**src/rtl/mem_arbiter_responder.sv**
```systemverilog
// rtl/mem_arbiter_responder.sv - arbitrates the i/d memory ports onto one physical memory port
module mem_arbiter_responder #(
    parameter logic D_PRIORITY = 1'b1
) (
    input  logic        clk,
    input  logic        reset,

    input  logic        i_mem_read,
    input  logic        i_mem_write,
    input  logic [15:0] i_mem_address,
    input  logic [15:0] i_mem_wdata,
    input  logic [1:0]  i_mem_byte_enable,
    output logic        i_mem_resp,
    output logic [15:0] i_mem_rdata,

    input  logic        d_mem_read,
    input  logic        d_mem_write,
    input  logic [15:0] d_mem_address,
    input  logic [15:0] d_mem_wdata,
    input  logic [1:0]  d_mem_byte_enable,
    output logic        d_mem_resp,
    output logic [15:0] d_mem_rdata,

    output logic        pmem_read,
    output logic        pmem_write,
    output logic [15:0] pmem_address,
    output logic [15:0] pmem_wdata,
    output logic [1:0]  pmem_byte_enable,
    input  logic        pmem_resp,
    input  logic [15:0] pmem_rdata
);

    typedef enum logic [2:0] {
        IDLE   = 3'd0,
        I_ACC  = 3'd1,
        D_ACC  = 3'd2,
        I_RESP = 3'd3,
        D_RESP = 3'd4
    } state_t;

    state_t state;
    logic   last_grant_d;
    logic   req_i;
    logic   req_d;
    logic   grant_d;

    // On a tie the d-port wins outright, or in round-robin mode the port not served last wins.
    always_comb begin
        req_i   = i_mem_read | i_mem_write;
        req_d   = d_mem_read | d_mem_write;
        grant_d = 1'b0;
        if (req_d && !req_i)
            grant_d = 1'b1;
        else if (req_d && req_i)
            grant_d = D_PRIORITY | ~last_grant_d;
    end

    always_ff @(posedge clk) begin
        if (reset) begin
            state            <= IDLE;
            last_grant_d     <= 1'b0;
            i_mem_resp       <= 1'b0;
            i_mem_rdata      <= 16'h0000;
            d_mem_resp       <= 1'b0;
            d_mem_rdata      <= 16'h0000;
            pmem_read        <= 1'b0;
            pmem_write       <= 1'b0;
            pmem_address     <= 16'h0000;
            pmem_wdata       <= 16'h0000;
            pmem_byte_enable <= 2'b00;
        end else begin
            i_mem_resp  <= 1'b0;
            i_mem_rdata <= 16'h0000;
            d_mem_resp  <= 1'b0;
            d_mem_rdata <= 16'h0000;
            case (state)
                IDLE: begin
                    if (grant_d) begin
                        state            <= D_ACC;
                        pmem_read        <= d_mem_read;
                        pmem_write       <= d_mem_write & ~d_mem_read;
                        pmem_address     <= d_mem_address;
                        pmem_wdata       <= d_mem_wdata;
                        pmem_byte_enable <= d_mem_byte_enable;
                    end else if (req_i) begin
                        state            <= I_ACC;
                        pmem_read        <= i_mem_read;
                        pmem_write       <= i_mem_write & ~i_mem_read;
                        pmem_address     <= i_mem_address;
                        pmem_wdata       <= i_mem_wdata;
                        pmem_byte_enable <= i_mem_byte_enable;
                    end
                end
                // The transaction completes even if the requester drops its request meanwhile.
                I_ACC: begin
                    if (pmem_resp) begin
                        state        <= I_RESP;
                        pmem_read    <= 1'b0;
                        pmem_write   <= 1'b0;
                        i_mem_resp   <= 1'b1;
                        i_mem_rdata  <= pmem_rdata;
                        last_grant_d <= 1'b0;
                    end
                end
                D_ACC: begin
                    if (pmem_resp) begin
                        state        <= D_RESP;
                        pmem_read    <= 1'b0;
                        pmem_write   <= 1'b0;
                        d_mem_resp   <= 1'b1;
                        d_mem_rdata  <= pmem_rdata;
                        last_grant_d <= 1'b1;
                    end
                end
                I_RESP:  state <= IDLE;
                D_RESP:  state <= IDLE;
                default: state <= IDLE;
            endcase
        end
    end

endmodule

```
**config.mk**
```make
export PLATFORM = sky130hd
export DESIGN_NAME = mem_arbiter_responder
export DESIGN_NICKNAME = d
export VERILOG_FILES = /design/src/rtl/mem_arbiter_responder.sv
export SDC_FILE = /design/constraint.sdc
export NUM_CORES = 1
export LEC_CHECK = 0
export BUFFER_PORTS_ARGS = -buffer_cell sky130_fd_sc_hd__buf_4
export CORE_UTILIZATION = 34
export CTS_CLUSTER_SIZE = 28
export DETAILED_ROUTE_END_ITERATION = 6
export PLACE_DENSITY = 0.76
export SKIP_LAST_GASP = 1
export SLEW_MARGIN = 10
export SYNTH_ARGS = -nofsm -noshare
export SYNTH_HDL_FRONTEND = slang
export SYNTH_SLANG_ARGS = --single-unit
```
**constraint.sdc**
```tcl
create_clock -name clk -period 1.45 [get_ports clk]
set_input_delay 0.3625 -clock clk [delete_from_list [all_inputs] [get_ports clk]]
set_output_delay 0.3625 -clock clk [all_outputs]
set_load 0.02 [all_outputs]
```
==> impl_metrics.json <==
{
  "drt_wl_total_mm": 8.99,
  "setup_violations": 1,
  "avgSynthCellArea_um2": 9.98,
  "ys_seq_area_share_pct": 49.0,
  "setup_slack_ns": -0.00111,
  "p_per_area_mw_per_mm2": 1160,
  "slew_viol_final": 0,
  "crit_required_ns": 1.70,
  "synth_flop_cell": "dfxtp_1",
  "hpwl_mm": 6.13,
  "hold_buffers": 0,
  "via_per_inst": 5.00,
  "drive_gt1_share_pct": 51.5,
  "syn_inst": 299,
  "cts_tree": "yes",
  "synthDistinctLibCells": 32,
  "num_rows": 33,
  "die-area_mm2": 0.00916,
  "seqPwrFrac_pct": 41.2,
  "drv_cap": 0,
  "wl_met3_um": 549,
  "syn2layout_area_growth_pct": 58.1,
  "status": "complete, but fails checks",
  "met1Wirelength_mm": 3.62,
  "layout.nets": 564,
  "holdWs_ns": 0.218,
  "fillers": 744,
  "p_int_uw": 3870,
  "antenna_left": 0,
  "syn_nets": 390,
  "die_h_um": 95.7,
  "fin_crit_sh_pct": 100,
  "reg2reg_setup_slack_ns": -0.001,
  "design_area_mm2": 0.00472,
  "grt_pass1_vias": 2856,
  "p_leak_uw": 0.00207,
  "overflow": 0,
  "firstDrtPassIters": 4,
  "numPortBuffers": 160,
  "ir_drop_mv": 0.609,
  "crit_start": "state[2]",
  "critPathLaunchType": "flop",
  "critPathKind": "reg2reg",
  "clock_power_share_pct": 32.7,
  "reg2reg_depth": 6,
  "clock_latency_ns": 0.35,
  "clockBufferDepth": 2,
  "ctsHtreeMaxLevel": 3,
  "grt_max_degree": 35,
  "async_reset_ff_share_pct": 0,
  "dr.max_layer_used": "met4",
  "drtIter0Drc": 130,
  "gp_congestion": 0.814,
  "wl_met2_mm": 4.62,
  "yosys_warnings": 0,
  "finalCriticalPeriod_ns": 1.45,
  "grt_pass1_wl_mm": 13.3,
  "clkTransAtPathRegs_ns": 0.08,
  "hold_viol": 0,
  "post-route-drc-count": 0,
  "start_util_pct": 35.8,
  "slew_headroom_pct": 69.5,
  "rsz0062_at_grt": "yes",
  "routedWlPerCell_um": 15.4,
  "end_kind": "flop",
  "final_util_pct": 56.6,
  "grt_usage_pct": 19.2,
  "core_mm2": 0.00834,
  "endpoint": "pmem_wdata[8]",
  "regToRegStartpoint": "state[2]",
  "power.share.switching_pct": 29.3,
  "violations": "setup timing",
  "cts_buffers": 9,
  "num_antenna_cells": 0,
  "regArea_mm2": 0.00146,
  "io_pins": 161,
  "die_x_um": 95.7,
  "clockRootBuffer": "clkbuf_8",
  "final_cell_mix": "buf_4, dfxtp_1, nand2_1, o21ai_0, and2_1",
  "final_common_cell": "buf_4",
  "placed_area_mm2": 0.00434,
  "min_path_type": "in2reg",
  "tightest_slew_ns": 0.454,
  "rr_endpoint": "pmem_wdata[8]",
  "pwr-share-comb_pct": 26.1,
  "critPathArrivalTime_ns": 1.70,
  "synth_enable_flop_cells": 0,
  "fmax_mhz": 689,
  "synth.cell_area_mm2": 0.00298,
  "critPathMaxFanout": 7,
  "ys_ff_latch": 73,
  "antenna_found_initial": 0,
  "num_vias": 2915,
  "fin_skew_ns": 0.00662,
  "cts_sinks": 73,
  "multi_input_area_mm2": 0.00134,
  "p_switching_uw": 1600
}
metal layers:
layer | global-route usage [%] | vias to the layer above
met5 | 0 | -
met4 | 7.34 | 0
met3 | 5.98 | 16
met2 | 35.1 | 108
met1 | 20.4 | 1362
li1 | - | 1429
cells in the mapped netlist, types with 2 or more instances:
master / count / share of area (%)
a21oi_1: 18 / 3.0
a311oi_1: 24 / 7.0
a311oi_2: 10 / 5.0
clkbuf_1: 11 / 1.4
nand2_1: 36 / 4.5
nor2_4: 2 / 0.75
o21ai_1: 3 / 0.50
a21oi_2: 18 / 5.3
buf_4: 4 / 1.0
o21ai_0: 34 / 5.7
and2_1: 32 / 6.7
buf_6: 9 / 3.4
buf_1: 3 / 0.38
inv_1: 4 / 0.50
or4_1: 2 / 0.50
dfxtp_1: 73 / 49
worst max-delay path: stages (launching register included):
cell	delay [ns]
dfxtp_1	0.32
buf_4	0.16
nor3_4	0.21
buf_4	0.18
clkbuf_16	0.16
a21oi_4	0.06
a311oi_2	0.27
per-stage QoR:
| stage | instances | total power, µW | setup TNS [ns] | setup WS, ns |
|---|---|---|---|---|
| global route | 583 | 5700 | -0.350 | -0.0536 |
| global placement | 559 | 3550 | -10.13 | -0.310 |
| detailed placement | 559 | 3580 | -12.35 | -0.387 |
| finish | 583 | 5470 | -0.00111 | -0.00111 |
| floorplan | 299 | 3020 | -0.263 | -0.0307 |
| CTS | 579 | 5440 | 0 | 0.0198 |
cell type report:
class / instances / area share [%]
multi-input cells: 194 / 28.4
clock buffers: 9 / 2.63
clock inverters: 7 / 2.18
inverters: 4 / 0.318
repair buffers: 191 / 32.7
flip-flops and latches: 73 / 31.0
well taps: 105 / 2.79
power groups by stage:
| stage | clock (µW) | combinational [µW] | sequential (µW) |
|---|---|---|---|
| CTS | 1830 | 1350 | 2260 |
| floorplan | 0 | 543 | 2480 |
| global placement | 0 | 1250 | 2300 |
| finish | 1790 | 1430 | 2260 |
| detailed placement | 0 | 1280 | 2300 |
| global route | 1900 | 1520 | 2270 |
worst min path at each step:
stage	start	to	slack, ns	depth (start not counted)
6_report	pmem_rdata[7]	d_mem_rdata[7]	0.22	2
5_1_grt	pmem_rdata[3]	i_mem_rdata[3]	0.19	2
4_1_cts	pmem_rdata[7]	d_mem_rdata[7]	0.20	2
3_5_place_dp	pmem_write	pmem_write	0.48	2
3_3_place_gp	pmem_write	pmem_write	0.47	2
2_1_floorplan	pmem_rdata[0]	d_mem_rdata[0]	0.48	1
flip-flops by register name (all words and copies together) (netlist names):
name              count
i_mem_rdata          16
pmem_byte_enable      2
pmem_read             1
d_mem_rdata          16
i_mem_resp            1
pmem_write            1
pmem_address         16
pmem_wdata           16
d_mem_resp            1
state                 3
cells by family (layout without fill, tap and decap cells):
logic type	count (synthesis)	count (layout)	share of synthesized area (%)
AO/OA/AOI/OAI	112	112	28.3
AND/OR/NAND/NOR	80	81	15.4
flip-flops	73	73	49.0
buffers and inverters	33	211	7.00
XOR/XNOR	1	1	0.294
repair_timing:
| item | CTS | global route |
|---|---|---|
| resized for setup | 1 | 2 |
| setup buffers | 3 | 2 |
| pin swaps | 2 | 1 |
| endpoints found under the setup margin | 34 | 13 |
| cloned | 1 | 2 |
Note: power is estimated with default switching activity, not from simulation.
